## src/rtl/ss_scan_ctrl.sv

```systemverilog
// ss_scan_ctrl: time-multiplexed seven-segment scan controller.
// Scans NUM_DIGITS digit slots per frame. Each slot starts with a blanking gap,
// followed by a drive window for one digit. Writes are held in a pending
// register and applied at the frame boundary, so one frame never shows two
// different values.
// Optional build macro: SS_LZB_EN enables leading-zero blanking. When it is
// defined, a digit above digit 0 stays dark if it and every higher digit are 0.
module ss_scan_ctrl #(
  parameter int NUM_DIGITS   = 8,
  parameter int SLOT_CYCLES  = 50000,
  parameter int BLANK_CYCLES = 64
) (
  input  logic                  clk,
  input  logic                  rst,
  input  logic                  wr_en,
  input  logic [31:0]           wr_data,
  output logic [3:0]            nibble,
  output logic [NUM_DIGITS-1:0] digit_sel,
  output logic                  frame_done,
  output logic                  pending
);

  localparam int IDX_W = (NUM_DIGITS > 1) ? $clog2(NUM_DIGITS) : 1;
  localparam int CNT_W = $clog2(SLOT_CYCLES);
  localparam logic [IDX_W-1:0] IDX_LAST   = IDX_W'(NUM_DIGITS - 1);
  localparam logic [CNT_W-1:0] CNT_LAST   = CNT_W'(SLOT_CYCLES - 1);
  localparam logic [CNT_W-1:0] BLANK_LAST = CNT_W'(BLANK_CYCLES - 1);

  typedef enum logic {BLANK, DRIVE} state_t;

  state_t                  state, state_nx;
  logic [CNT_W-1:0]        cnt, cnt_nx;
  logic [IDX_W-1:0]        idx, idx_nx;
  logic [31:0]             disp, pend_val;
  logic [NUM_DIGITS-1:0]   sel_nx, drive_sel, one_hot;
  logic [3:0]              nibble_nx;
  logic [31:0]             disp_sh;
  logic                    boundary;

  // Shift the current digit to the bottom and build its active-low enable.
  assign disp_sh = disp >> {idx, 2'b00};
  assign one_hot = ~(NUM_DIGITS'(1) << idx);

`ifdef SS_LZB_EN
  localparam logic [31:0] DIG_MASK = (NUM_DIGITS >= 8) ? 32'hFFFF_FFFF
                                   : 32'((64'd1 << (4*NUM_DIGITS)) - 64'd1);
  logic [31:0] upper;
  logic        hide;
  // Keep a digit dark when it and all higher digits are zero. Digit 0 always shows.
  always_comb begin
    upper     = (disp & DIG_MASK) >> {idx, 2'b00};
    hide      = (idx != '0) && (upper == 32'd0);
    drive_sel = hide ? '1 : one_hot;
  end
`else
  assign drive_sel = one_hot;
`endif

  // Next-state, slot and digit sequencing, and registered output values.
  always_comb begin
    state_nx  = state;
    cnt_nx    = cnt + CNT_W'(1);
    idx_nx    = idx;
    sel_nx    = digit_sel;
    nibble_nx = nibble;
    boundary  = 1'b0;
    case (state)
      BLANK: begin
        if (cnt == BLANK_LAST) begin
          state_nx  = DRIVE;
          sel_nx    = drive_sel;
          nibble_nx = disp_sh[3:0];
        end
      end
      DRIVE: begin
        if (cnt == CNT_LAST) begin
          state_nx = BLANK;
          cnt_nx   = '0;
          sel_nx   = '1;
          boundary = (idx == IDX_LAST);
          idx_nx   = boundary ? '0 : idx + IDX_W'(1);
        end
      end
      default: state_nx = BLANK;
    endcase
  end

  // State register and registered scan outputs.
  always_ff @(posedge clk) begin
    if (rst) begin
      state      <= BLANK;
      cnt        <= '0;
      idx        <= '0;
      digit_sel  <= '1;
      nibble     <= '0;
      frame_done <= 1'b0;
    end else begin
      state      <= state_nx;
      cnt        <= cnt_nx;
      idx        <= idx_nx;
      digit_sel  <= sel_nx;
      nibble     <= nibble_nx;
      frame_done <= boundary;
    end
  end

  // Display and pending registers. A write that lands on the boundary edge
  // goes straight to the display and drops any older pending value.
  always_ff @(posedge clk) begin
    if (rst) begin
      disp     <= '0;
      pend_val <= '0;
      pending  <= 1'b0;
    end else if (boundary && wr_en) begin
      disp    <= wr_data;
      pending <= 1'b0;
    end else if (boundary) begin
      if (pending) disp <= pend_val;
      pending <= 1'b0;
    end else if (wr_en) begin
      pend_val <= wr_data;
      pending  <= 1'b1;
    end
  end

endmodule

```

## config.mk

```make
export PLATFORM = sky130hd
export DESIGN_NAME = ss_scan_ctrl
export DESIGN_NICKNAME = d
export VERILOG_FILES = /design/src/rtl/ss_scan_ctrl.sv
export SDC_FILE = /design/constraint.sdc
export NUM_CORES = 1
export LEC_CHECK = 0
export CORE_MARGIN = 4
export CORE_UTILIZATION = 57
export DETAILED_ROUTE_END_ITERATION = 10
export GPL_TIMING_DRIVEN = 0
export PLACE_DENSITY = 0.92
export SYNTH_ARGS = -nofsm -noshare
export SYNTH_HDL_FRONTEND = slang
export SYNTH_SLANG_ARGS = --single-unit
```

## constraint.sdc

```tcl
create_clock -name clk -period 2.8 [get_ports clk]
set_clock_uncertainty 0.15 [all_clocks]
set_input_delay 0.56 -clock clk [delete_from_list [all_inputs] [get_ports clk]]
set_output_delay 0.56 -clock clk [all_outputs]
set_load 0.005 [all_outputs]
```

==> impl_metrics.yaml, run 1 <==
pwr:
  power_density_nw_per_um2: 460
  netSwitchingFraction_pct: 26.2
  p_sw_uw: 667
  total_power_uw: 2550
  combPwrFrac_pct: 9.3
  power_frac_clock_pct: 33.9
  ir_drop_mv: 0.280
  power.internal_uw: 1880
  p_seq_share_pct: 56.8
  p_leak_uw: 0.00195
floorplanning:
  die_w_um: 99.4
  io-pin-count: 49
  fp.dieArea_um2: 9890
  fp.dieH_um: 99.4
  start_util_pct: 58.3
  core_um2: 8180
  rows: 33
global_routing:
  overflow: 0
  first_global_vias: 3927
  antenna_found_initial: 0
  grt_max_degree: 19
  track_usage_pct: 23.3
  grt_pass1_wl_mm: 18.7
layout:
  nFillCells: 605
  n_antenna_cell: 0
  nets: 585
  final_common_cell: "dfxtp_1"
  mostFrequentLayoutCells: "dfxtp_1 (98), nand2b_1 (83), clkdlybuf4s50_1 (46)"
  area_growth_pct: 16.3
  drive_gt1_share_pct: 10.0
clock_tree:
  cts_buffers: 9
  postCtsSetupBuffers: 0
  cts-root-buf: "clkbuf_8"
  cts_resized: 0
  cts_tree: "built"
  path_clk_slew_ns: 0.11
  clockBufferDepth: 2
  holdBufCountCts: 0
  htree_levels: 3
  insertion_delay_ns: 0.37
  cts_sinks: 98
placed_design:
  dp_hpwl_mm: 8.07
  place_congestion: 0.849
  io_buffers: 46
detailed_routing:
  wl_per_cell_um: 17.1
  drt_iter0_drc: 280
  viasPerCell: 6.06
  vias: 3959
  firstDrtPassIters: 7
  ant_nets: 0
  wl_mm: 11.1
  drc: 0
timing:
  setup_viol: 0
  fin_crit_ns: 2.28
  final-hold-violation-count: 0
  max-slew-margin-rel_pct: 57.0
  tightest_slew_ns: 0.645
  period_share_pct: 81.3
  holdWs_ns: 0.326
  fin_tns_setup_ns: 0
  grt_setup_unrepaired: "false"
  final-max-slew-violation-count: 0
  fmax_mhz: 440
critical_path:
  worst_setup_path_end_kind: "register"
  startpoint_type: "register"
  crit_fanout: 10
  r2r_start: "cnt[0]"
  regToRegEndpoint: "disp[3]"
  reg2regPathDepth: 9
  critPathKind: "reg2reg"
  critPathArrivalTime_ns: 2.35
  worstPathRequired_ns: 2.88
  reg2reg_slack_ns: 0.52
hold_path:
  hold_end: "disp[30]"
  min-delay-start: "disp[30]"
  min_path_cells: 2
  hold_path.class: "reg2reg"
synthesis:
  synth_top_area_share_pct: 41.2
  synth_top_flop_cell: "dfxtp_1"
  yosysTopAreaCell: "dfxtp_1"
  syn_nets: 528
  async_reset_ff_share_pct: 0
  yosysUniqueCellTypes: 45
  synth-seq-cells: 98
  netlist_area_um2: 4760
  yosys_warnings: 0
  avgSynthCellArea_um2: 9.80
  synth_seq_area_share_pct: 41.2
  yosys-top-cells-area: "dfxtp_1 (41%), nand2b_1 (11%), mux2i_1 (8.8%)"
  synthCells: 486
  synth_edf_count: 0
outcome:
  outcome: "finished clean"
job:
  drv_cap: 0
[Yosys cell counts, types with 3 or more instances]
master / instances
mux4_2: 8
a21oi_1: 12
buf_2: 6
a22oi_1: 14
or3_1: 5
and3_1: 5
nand2b_1: 83
and2_1: 3
inv_1: 25
nor3_1: 5
o21ai_0: 7
buf_4: 4
xor2_1: 4
xnor2_1: 6
buf_6: 4
nor2_1: 24
ha_1: 7
nand3_1: 6
o22ai_1: 18
dfxtp_1: 98
mux2i_1: 42
a221oi_1: 7
nand2_1: 10
nand4_1: 6
clkbuf_1: 25
a221oi_2: 10
o32ai_1: 15
and4_1: 4
a311oi_1: 4
[power groups by stage]
stage               combinational, uW  sequential [uW]  clock, uW
finish                            238             1450        862
global route                      258             1450        925
CTS                               236             1450        866
detailed placement                234             1480          0
global placement                  227             1480          0
floorplan                         141             1470          0
[layout make-up]
class,count,area [um2],share of cell area [%]
well taps,105,131,2.37
repair buffers,46,460,8.31
multi-input cells,324,2510,45.3
clock inverters,7,58.8,1.06
flip-flops and latches,98,1960,35.4
inverters,25,93.8,1.69
clock buffers,9,124,2.24
plain buffers,39,199,3.59
[state kept, by name (all words and copies together), names as in the netlist]
register    cells
cnt            16
digit_sel       8
disp           32
frame_done      1
idx             3
nibble          4
pend_val       32
pending         1
state           1
[metrics by stage]
stage	worst slack (ns)	std cells	area, um2	utilization, %
finish	0.525	653	5540	67.8
global route	0.370	653	5540	67.8
CTS	0.549	653	5540	67.8
detailed placement	0.489	637	5360	65.5
global placement	0.542	637	5360	65.5
floorplan	0.802	486	4760	-
[per-layer routing]
| layer | track usage (%) | part of all wire, % |
|---|---|---|
| met1 | 31.3 | 43 |
| met5 | 0 | 0 |
| met4 | 9.35 | 3.4 |
| met2 | 36.9 | 47 |
| met3 | 4.56 | 6.9 |
[cells by family (layout without fill, tap and decap cells)]
kind of cell	count (synthesis)	after routing	synth area share, %
AO/OA/AOI/OAI	94	94	15.9
XOR/XNOR	10	10	1.84
adder cells (fa/ha/maj)	7	7	1.84
buffers and inverters	64	126	6.14
flip-flops	98	98	41.2
multiplexers	50	50	12.6
AND/OR/NAND/NOR	163	163	20.5
[critical path, stage by stage, from the launching register on]
cell     delay (ns)
dfxtp_1        0.39
ha_1           0.22
and3_1         0.16
buf_2          0.18
and4_1         0.23
buf_6          0.15
and3_1         0.15
buf_2          0.18
buf_2          0.24
o32ai_1        0.10
[worst max path at each step]
stage                start       end  slack, ns  depth (start not counted)
finish              cnt[0]   disp[3]       0.52                          9
global placement     wr_en  disp[23]       0.54                          6
CTS                 cnt[0]   disp[3]       0.55                          9
global route        cnt[0]   disp[3]       0.37                          9
floorplan           cnt[0]  disp[23]       0.80                          9
detailed placement   wr_en  disp[28]       0.49                          6
(Power assumes the default switching activity.)
==> run 2: changes to the inputs <==
clock period = 2.3 ns   (was 2.8 ns; I/O delays follow)
==> impl_metrics.yaml, run 2 (synthesis gave the netlist of run 1 again) <==
timing:
  max-slew-margin-rel_pct: 57.0
  fin_tns_setup_ns: 0
  fin_ws_ns: 0.121
  setup_viol: 0
  final-max-slew-violation-count: 0
  fin_crit_ns: 2.18
  tightest_slew_ns: 0.645
  final-hold-violation-count: 0
  fmax_mhz: 459
  grt_setup_unrepaired: "false"
  period_share_pct: 94.7
pwr:
  p_sw_uw: 801
  p_seq_share_pct: 57.0
  ir_drop_mv: 0.343
  netSwitchingFraction_pct: 25.9
  power_frac_clock_pct: 33.6
  combPwrFrac_pct: 9.3
  power_density_nw_per_um2: 557
  power.internal_uw: 2290
  p_leak_uw: 0.00194
global_routing:
  track_usage_pct: 23.3
  first_global_vias: 3927
  grt_max_degree: 19
  overflow: 0
  antenna_found_initial: 0
  grt_pass1_wl_mm: 18.7
detailed_routing:
  firstDrtPassIters: 5
  drt_iter0_drc: 300
  wl_mm: 11.1
  wl_per_cell_um: 17.1
  vias: 3940
  viasPerCell: 6.04
  ant_nets: 0
  drc: 0
job:
  drv_cap: 0
hold_path:
  min_path_cells: 1
  hold_path.class: "reg2reg"
clock_tree:
  path_clk_slew_ns: 0.11
  insertion_delay_ns: 0.37
  holdBufCountCts: 0
  cts_buffers: 9
  cts_sinks: 98
  cts-root-buf: "clkbuf_8"
  postCtsSetupBuffers: 0
  htree_levels: 3
  clockBufferDepth: 2
  cts_tree: "built"
  cts_resized: 0
layout:
  mostFrequentLayoutCells: "dfxtp_1 (97), nand2b_1 (83), clkdlybuf4s50_1 (46)"
  nFillCells: 598
  final_common_cell: "dfxtp_1"
  multi_input_area_um2: 2510
  reg_top3: "disp (32), pend_val (32), cnt (16)"
  nets: 584
  seq_area_um2: 1960
  n_antenna_cell: 0
  drive_gt1_share_pct: 10.6
  area_growth_pct: 16.4
critical_path:
  critPathArrivalTime_ns: 2.32
  critPathKind: "reg2reg"
  reg2reg_slack_ns: 0.12
  worst_setup_path_end_kind: "register"
  crit_fanout: 10
  startpoint_type: "register"
  worstPathRequired_ns: 2.44
  reg2regPathDepth: 9
floorplanning:
  core_um2: 8180
  fp.dieArea_um2: 9890
  rows: 33
  fp.dieH_um: 99.4
  start_util_pct: 58.3
  io-pin-count: 49
  die_w_um: 99.4
placed_design:
  pre_cts_slack_ns: 0.0869
  io_buffers: 46
  dp_hpwl_mm: 8.07
  place_congestion: 0.849
outcome:
  outcome: "finished clean"
run 2: changes by cell type in the layout (fill, tap and decap cells not counted):
cell / delta
dfxtp_2: +1
nand2_1: -1
clkbuf_4: +1
ha_1: -1
buf_4: +1
buf_2: -2
dfxtp_1: -1
clkbuf_1: -1
ha_2: +1
nand2_2: +1
run 2: area by class of cell:
type | instances | share of cell area [%]
Buffer | 38 | 3.61
Clock buffer | 9 | 2.23
Clock inverter | 7 | 1.06
Inverter | 25 | 1.69
Multi-Input combinational cell | 324 | 45.3
Sequential cell | 98 | 35.4
Tap cell | 105 | 2.37
Timing Repair Buffer | 46 | 8.30
run 2: metrics by stage:
step                      hold WS, ns  area (um2)  util [%]  power (uW)  std cells
final                           0.302        5550      67.8        3090        652
after global routing            0.330        5550      67.8        3210        652
after CTS                       0.323        5540      67.8        3100        653
after detailed placement        0.312        5360      65.5        2080        637
after global placement          0.288        5360      65.5        2070        637
after floorplan                 0.276        4760         -        1960        486
run 2: final timing paths:
path / end / start
hold reg to reg: cnt[0] / cnt[0]
setup / recovery: disp[24] / cnt[0]
hold / removal: cnt[0] / cnt[0]
setup reg to reg: disp[24] / cnt[0]
run 2: layer usage:
metal,up-vias,part of all wire (%),track usage [%]
li1,1860,-,-
met1,1878,43,31.3
met2,166,48,36.9
met3,36,6.6,4.56
met4,0,3.1,9.35
met5,-,0,0
run 2: power by group through the flow:
stage | clock network (uW) | registers [uW] | logic (uW)
floorplan | 0 | 1790 | 172
global placement | 0 | 1800 | 276
detailed placement | 0 | 1800 | 284
CTS | 1050 | 1760 | 287
global route | 1130 | 1770 | 314
finish | 1040 | 1760 | 288
run 2: critical path, cell delays in order (launching register included):
cell and delay [ns]:
dfxtp_2 0.35, ha_1 0.23, and3_1 0.15, clkbuf_4 0.17, and4_1 0.20, buf_6 0.15
and3_1 0.17, buf_6 0.14, buf_6 0.15, a221oi_2 0.25
